--- src/rtl/psiso_arb_ctrl.sv ---
// Arbitrates N_REQ requesters onto one parallel-in/serial-out shifter and frames the serial bits.
// Define PSISO_ARB_FIXED_PRIO_EN for fixed lowest-index-wins priority instead of round-robin.
module psiso_arb_ctrl #(
    parameter int unsigned N_REQ = 4,
    parameter int unsigned WIDTH = 4,
    parameter int unsigned GAP   = 1,
    parameter logic        FILL  = 1'b0
) (
    input  logic                       clk,
    input  logic                       reset,
    input  logic [N_REQ-1:0]           req,
    input  logic [N_REQ*WIDTH-1:0]     data,
    output logic [N_REQ-1:0]           ack,
    output logic                       piso_load,
    output logic [WIDTH-1:0]           piso_din,
    output logic                       piso_sin,
    output logic                       ser_valid,
    output logic                       ser_last,
    output logic [$clog2(N_REQ)-1:0]   gnt_id,
    output logic                       busy,
    output logic                       frame_done
);

    localparam int unsigned ID_W    = $clog2(N_REQ);
    localparam int unsigned CNT_MAX = (WIDTH > GAP) ? WIDTH : GAP;
    localparam int unsigned CNT_W   = $clog2(CNT_MAX + 1);

    typedef enum logic [1:0] {
        S_IDLE  = 2'd0,
        S_LOAD  = 2'd1,
        S_SHIFT = 2'd2,
        S_GAP   = 2'd3
    } state_e;

    state_e             state_q, state_d;
    logic [ID_W-1:0]    ptr_q, ptr_d;
    logic [CNT_W-1:0]   cnt_q, cnt_d;
    logic [ID_W-1:0]    gid_q, gid_d;
    logic [N_REQ-1:0]   ack_q, ack_d;
    logic               load_q, load_d;
    logic [WIDTH-1:0]   din_q, din_d;
    logic               valid_q, valid_d;
    logic               last_q, last_d;
    logic               done_q, done_d;

    logic               win_found;
    logic [ID_W-1:0]    win_id;
    logic [WIDTH-1:0]   win_word;

    // First requesting index scanning upward from the pointer with wrap.
    always_comb begin
        win_found = 1'b0;
        win_id    = '0;
        for (int k = 0; k < int'(N_REQ); k++) begin
            if (!win_found && req[(int'(ptr_q) + k) % int'(N_REQ)]) begin
                win_found = 1'b1;
                win_id    = ID_W'((int'(ptr_q) + k) % int'(N_REQ));
            end
        end
        win_word = data[int'(win_id)*int'(WIDTH) +: WIDTH];
    end

    always_comb begin
        state_d = state_q;
        ptr_d   = ptr_q;
        cnt_d   = cnt_q;
        gid_d   = gid_q;
        ack_d   = '0;
        load_d  = 1'b0;
        din_d   = din_q;
        valid_d = 1'b0;
        last_d  = 1'b0;
        done_d  = 1'b0;
        case (state_q)
            S_IDLE: begin
                if (win_found) begin
                    state_d = S_LOAD;
                    gid_d   = win_id;
                    din_d   = win_word;
                    ack_d   = N_REQ'(1) << win_id;
                    load_d  = 1'b1;
                end
            end
            S_LOAD: begin
                state_d = S_SHIFT;
                cnt_d   = '0;
                valid_d = 1'b1;
                last_d  = (WIDTH == 1);
`ifdef PSISO_ARB_FIXED_PRIO_EN
                ptr_d   = '0;
`else
                ptr_d   = ID_W'((int'(gid_q) + 1) % int'(N_REQ));
`endif
            end
            S_SHIFT: begin
                if (cnt_q == CNT_W'(WIDTH - 1)) begin
                    cnt_d   = '0;
                    done_d  = 1'b1;
                    state_d = (GAP > 0) ? S_GAP : S_IDLE;
                end else begin
                    cnt_d   = cnt_q + CNT_W'(1);
                    valid_d = 1'b1;
                    last_d  = (cnt_q + CNT_W'(1)) == CNT_W'(WIDTH - 1);
                end
            end
            S_GAP: begin
                if (cnt_q == CNT_W'(GAP - 1)) begin
                    cnt_d   = '0;
                    state_d = S_IDLE;
                end else begin
                    cnt_d   = cnt_q + CNT_W'(1);
                end
            end
            default: state_d = S_IDLE;
        endcase
    end

    always_ff @(posedge clk) begin
        if (!reset) begin
            state_q <= S_IDLE;
            ptr_q   <= '0;
            cnt_q   <= '0;
            gid_q   <= '0;
            ack_q   <= '0;
            load_q  <= 1'b0;
            din_q   <= '0;
            valid_q <= 1'b0;
            last_q  <= 1'b0;
            done_q  <= 1'b0;
        end else begin
            state_q <= state_d;
            ptr_q   <= ptr_d;
            cnt_q   <= cnt_d;
            gid_q   <= gid_d;
            ack_q   <= ack_d;
            load_q  <= load_d;
            din_q   <= din_d;
            valid_q <= valid_d;
            last_q  <= last_d;
            done_q  <= done_d;
        end
    end

    assign ack        = ack_q;
    assign piso_load  = load_q;
    assign piso_din   = din_q;
    assign piso_sin   = FILL;
    assign ser_valid  = valid_q;
    assign ser_last   = last_q;
    assign gnt_id     = gid_q;
    assign frame_done = done_q;
    assign busy       = (state_q != S_IDLE);

endmodule
--- config.mk ---
export PLATFORM = sky130hd
export DESIGN_NAME = psiso_arb_ctrl
export DESIGN_NICKNAME = d
export VERILOG_FILES = /design/src/rtl/psiso_arb_ctrl.sv
export SDC_FILE = /design/constraint.sdc
export NUM_CORES = 1
export LEC_CHECK = 0
export BUFFER_PORTS_ARGS = -buffer_cell sky130_fd_sc_hd__buf_2
export CORE_ASPECT_RATIO = 1.1
export CORE_MARGIN = 2
export CORE_UTILIZATION = 44
export CTS_CLUSTER_SIZE = 10
export DETAILED_ROUTE_END_ITERATION = 10
export GPL_ROUTABILITY_DRIVEN = 0
export PLACE_DENSITY = 0.74
export SYNTH_ARGS = -nofsm -noshare
export SYNTH_HDL_FRONTEND = slang
export SYNTH_SLANG_ARGS = --single-unit
--- constraint.sdc ---
create_clock -name clk -period 1.9 [get_ports clk]
set_input_delay 0.38 -clock clk [delete_from_list [all_inputs] [get_ports clk]]
set_output_delay 0.38 -clock clk [all_outputs]
set_load 0.01 [all_outputs]
== Word level (Yosys, flattened, before mapping) ==
Index checks and enable logic that the tools add are counted.
W data, S select, Z words.
Storage, ports and cells
  memories: 0
  register bits after elaboration: 21
  word-level logic and storage cells: 83
  latch bits: 0
  memory bits (writable): 0
  input port bits: 22
  bits in read-only memories: 0
  output and inout port bits: 16
Operators by class
  add/subtract/negate cells: 5
  mux-type cells: 30
  equality and inequality tests: 8
  shift operators: 2
  $mul: 0
  $lt $le $gt $ge: 4
  reduce and logical (&&, ||, !) cells: 19
  bitwise operators: 5
  div/mod/pow operators: 0
Operators with widths (number)
  $shiftx A16 B5 Y4: 1
  $mux W1: 14
  $mux W2: 7
  $lt A3 B4 Y1 const B: 3
  $pmux W3 S3: 1
  $bmux W1 S2: 4
  $pmux W2 S4: 1
  $eq A3 B2 Y1 const B: 2
  $mux W3: 2
  $ne A2 B2 Y1 const B: 3
  $reduce_and A2 Y1: 3
  $reduce_and A3 Y1: 2
  $reduce_or A2 Y1: 3
  $add A2 B1 Y2 const B: 2
  $add A2 B2 Y2 const B: 2
  $eq A2 B2 Y1 const B: 2
  $shl A1 B2 Y4 const A: 1
  $add A3 B1 Y3 const B: 1
  $and A1 B1 Y1 const A: 3
  $logic_and A1 B1 Y1: 3
  $logic_not A1 Y1: 3
  $logic_not A3 Y1: 1
  $lt A2 B3 Y1 const B: 1
  $reduce_bool A3 Y1: 1
  other kinds (6): 7

== Depth between registers and ports, before layout ==
  depth after elaboration: 16
  depth in mapped cells: 7

== Worst setup path after synthesis ==
No wires, ideal clock.
  path type: input port to flip-flop
  from: in req[0]
  to: reg din_q[3], in the netlist piso_din[3]
  stages on the path: 6
  arrival time: 1.712 ns
  required time: 1.778 ns
  path slack: 0.066 ns
  setup time: 0.122 ns
  cell sequence: nor2b_1 -> o21ai_1 -> nor3b_2 -> buf_6 -> mux2_2 -> a221o_1
Between the ends
  cells in the longest elaborated chain, start to end: 13
  elaborated cells on any way between the ends: 27
RTL lines
  start, declared: RTL line 11  | input logic [N_REQ-1:0] req,
  $bmux W1 S2: RTL line 55  | if (!win_found && req[(int'(ptr_q) + k) % int'(N_REQ)]) begin
  $mux W1 (implied by the code): RTL line 55
  $mux W1: RTL line 55
  $logic_not A1 Y1: RTL line 55
  $logic_and A1 B1 Y1: RTL line 55
  $mux W1: RTL line 55
  $logic_not A1 Y1: RTL line 55
  $logic_and A1 B1 Y1: RTL line 55
  $mux W1: RTL line 55
  $logic_not A1 Y1: RTL line 55
  $logic_and A1 B1 Y1: RTL line 55
  $mux W2 / $mux W1 (equally long branches): RTL line 55
  $shiftx A16 B5 Y4 / $reduce_and A2 Y1 (equally long branches)
  end signal, assigned: RTL line 137  | din_q <= din_d;
  end, declared: RTL line 41  | logic [WIDTH-1:0] din_q, din_d;
Several ways; a longest one is shown, not always the timed one. The select of a mux whose other input is x is not followed.
A chain may end at the register's enable or synchronous reset.

== Final worst setup path ==
  from: reg ptr_q[0]
  to: reg din_q[2], in the netlist piso_din[2]
Between the ends
  cells in the longest elaborated chain, start to end: 13
  elaborated cells on any way between the ends: 30
RTL lines
  start, declared: RTL line 36  | logic [ID_W-1:0] ptr_q, ptr_d;
  start signal, assigned: RTL line 132  | ptr_q <= ptr_d;
  $add A2 B1 Y2 / $bmux W1 S2 (equally long branches): RTL line 55, 57
  $bmux W1 S2 / $mux W1 (equally long branches): RTL line 55
  $mux W1 (implied by the code): RTL line 55
  $mux W1 (implied by the code) / $logic_not A1 Y1 (equally long branches): RTL line 55
  $logic_and A1 B1 Y1: RTL line 55
  $mux W1: RTL line 55
  $logic_not A1 Y1: RTL line 55
  $logic_and A1 B1 Y1: RTL line 55
  $mux W1: RTL line 55
  $logic_not A1 Y1: RTL line 55
  $logic_and A1 B1 Y1: RTL line 55
  $mux W2 / $mux W1 (equally long branches): RTL line 55
  $shiftx A16 B5 Y4 / $reduce_and A2 Y1 (equally long branches)
Several ways; a longest one is shown, not always the timed one. The select of a mux whose other input is x is not followed.

==> flow_summary.toml <==
[detailed_routing]
routedWlPerCell_um = 12.0
vias = 927
detail-route-antenna-nets = 0
drc = 0
drtIter0Drc = 9
viasPerCell = 4.90
first_pass_iters = 2
totalWireLength_um = 2270

[cells_and_area]
fin_nets = 191
fin_util_pct = 56.1
n_antenna_cell = 0
syn_to_final_growth_pct = 23.2
fill_cells = 223
final_area_mm2 = 0.00137
drive_gt1_share_pct = 36.7
final_common_cell = "buf_2"
seqCellArea_um2 = 422
final_cell_mix = "37 x buf_2, 20 x dfxtp_1, 11 x nor2_1"
multi_input_area_um2 = 633

[sta]
fmax_mhz = 571
fin_crit_sh_pct = 92.2
hold_viol = 0
grt_setup_unrepaired = "false"
setup_violations = 0
drv_slew = 0
fin_crit_ns = 1.75
clock_skew_ns = 0.00657
tns_ns = 0

[die]
die_w_um = 52.0
start_util_pct = 45.5
core_area_mm2 = 0.00245
io_pins = 38
die_area_mm2 = 0.00295
row_count = 19
fp.dieH_um = 56.8

[global_route]
grt_overflow = 0
antenna_found_initial = 0
grt_max_degree = 13
grt_pass1_wl_um = 3880
grt_usage_pct = 17.7
grt_pass1_vias = 912

[logic_synthesis]
ys_types = 35
synth_seq_cells = 21
ys_warn_count = 0
synth_nets = 149
synth.avg_cell_area_um2 = 9.53
ys_seq_area_share_pct = 37.7
syn_inst = 117
syn_area_mm2 = 0.00111

[clock_network]
cts_tree = "done"
clkTransAtPathRegs_ns = 0.12
numCtsBuffers = 3
cts.htree.levels = 1
cts_buffer_depth = 2
cts_setup_buffers = 0
cts_root_buf = "clkbuf_4"
clock_latency_ns = 0.30
cts_sinks = 21
cts_hold_buf = 0

[setup_path]
cp_max_fo = 6
startpoint = "ptr_q[0]"
crit_required_ns = 2.10
arrival_ns = 1.95
critPathKind = "register to register"
rr_worst_depth = 6
startpoint_type = "register"
regToRegStartpoint = "ptr_q[0]"
end_kind = "register"

[pwr]
combinationalPowerShare_pct = 48.0
power_per_cell_area_mw_per_mm2 = 1260
p_int_mw = 1.07
ir_drop_uv = 676
power_frac_clock_pct = 12.6
p_leak_nw = 0.701
swShare_pct = 38.3
switchingPower_mw = 0.661
seq_power_share_pct = 39.4

[placement]
dpl_cell_area_mm2 = 0.00133
io_buffers = 36
dpl.hpwl_um = 1810

[hold_path]
hold_class = "input pin to register"
hold_depth = 3
hold_start = "reset"

[job]
maxCapViolCount = 0

[run_status]
outcome = "finished clean"
registers in the layout (all words and copies together), names as in the netlist:
name / cells
state_q: 2
piso_load: 1
gnt_id: 2
ptr_q: 2
cnt_q: 3
ser_valid: 1
ser_last: 1
ack: 4
frame_done: 1
piso_din: 4
critical path, stage by stage, from the launching register on:
cell and delay [ns]:
dfxtp_2 0.39, nor2b_1 0.07, o21ai_2 0.14, nor3b_4 0.23, buf_6 0.15, mux2_2 0.33
a221o_1 0.34
cells in the mapped netlist:
master     n  share of area [%]
a21o_2     1               0.79
nor3b_2    1                1.1
nor2_1    11                3.7
dfxtp_1   21                 38
a311oi_1   1               0.79
a221o_1    4                3.6
mux2_2     6                6.1
nor3_1     1               0.45
buf_6      2                2.0
and2_4     1               0.79
a211oi_1   4                2.7
conb_1     1               0.34
inv_1     10                3.4
nand4_1    1               0.56
a21o_1     2                1.3
a21boi_0   1               0.67
nand2b_1   3                1.7
ha_1      10                 11
nand3b_1   2                1.3
o21ai_1    1               0.45
o21a_1     1               0.67
mux2i_1    1               0.90
nand2_1    5                1.7
xnor2_1    1               0.79
nor2b_1    4                2.2
a21oi_1    4                1.8
mux2_1     2                2.0
o211a_1    1               0.90
buf_4      1               0.67
nand3_2    1               0.90
and3_1     2                1.1
o21ai_0    2               0.90
or4_4      1                1.0
and2_1     6                3.4
inv_2      1               0.34
power groups by stage:
stage	clock network, mW	registers, mW	logic [mW]
3_3_place_gp	0	0.681	0.769
5_1_grt	0.260	0.703	0.924
2_1_floorplan	0	0.715	0.530
3_5_place_dp	0	0.689	0.802
4_1_cts	0.228	0.680	0.806
6_report	0.217	0.680	0.828
metrics by stage:
step           total power, mW  setup WS [ns]  hold slack [ns]  instances
2_1_floorplan             1.24         0.0658            0.473        117
3_3_place_gp              1.45        -0.0260            0.487        184
3_5_place_dp              1.49        -0.0949            0.507        184
4_1_cts                   1.71         0.0379            0.323        188
5_1_grt                   1.89         0.0442            0.308        189
6_report                  1.73          0.149            0.341        189
layout make-up:
cell class / count / area share, %
Clock inverter: 1 / 0.364
Timing Repair Buffer: 40 / 15.4
Clock buffer: 3 / 1.64
Inverter: 11 / 3.01
Sequential cell: 21 / 30.7
Multi-Input combinational cell: 82 / 46.1
Tap cell: 31 / 2.82
final timing paths:
path | end | slack [ns]
hold / removal | ser_last | 0.34
setup / recovery | piso_din[2] | 0.15
setup reg to reg | piso_din[2] | 0.15
hold reg to reg | cnt_q[1] | 0.52
timing repair:
| item | 4_1_cts | 5_1_grt |
|---|---|---|
| hold endpoints to repair | 0 | 0 |
| endpoints found under the setup margin | 0 | 4 |
| resized for setup | 0 | 4 |
layer usage:
metal  track usage [%]  up-vias  share of wire, %
met3              5.85        2               6.0
li1                  -      480                 -
met1              19.6      418                42
met2              30.4       27                52
met5                 0        -                 0
met4              6.77        0              0.40
kinds of logic (layout without fill, tap and decap cells):
logic type	Yosys count	after routing	share of synthesized area, %
multiplexers	9	9	8.98
other	1	1	0.336
AND/OR/NAND/NOR	39	39	20.0
flip-flops	21	21	37.7
buffers and inverters	14	55	6.40
adder cells (fa/ha/maj)	10	10	11.2
XOR/XNOR	1	1	0.786
AO/OA/AOI/OAI	22	22	14.6
Note: power is estimated with default switching activity, not from simulation.
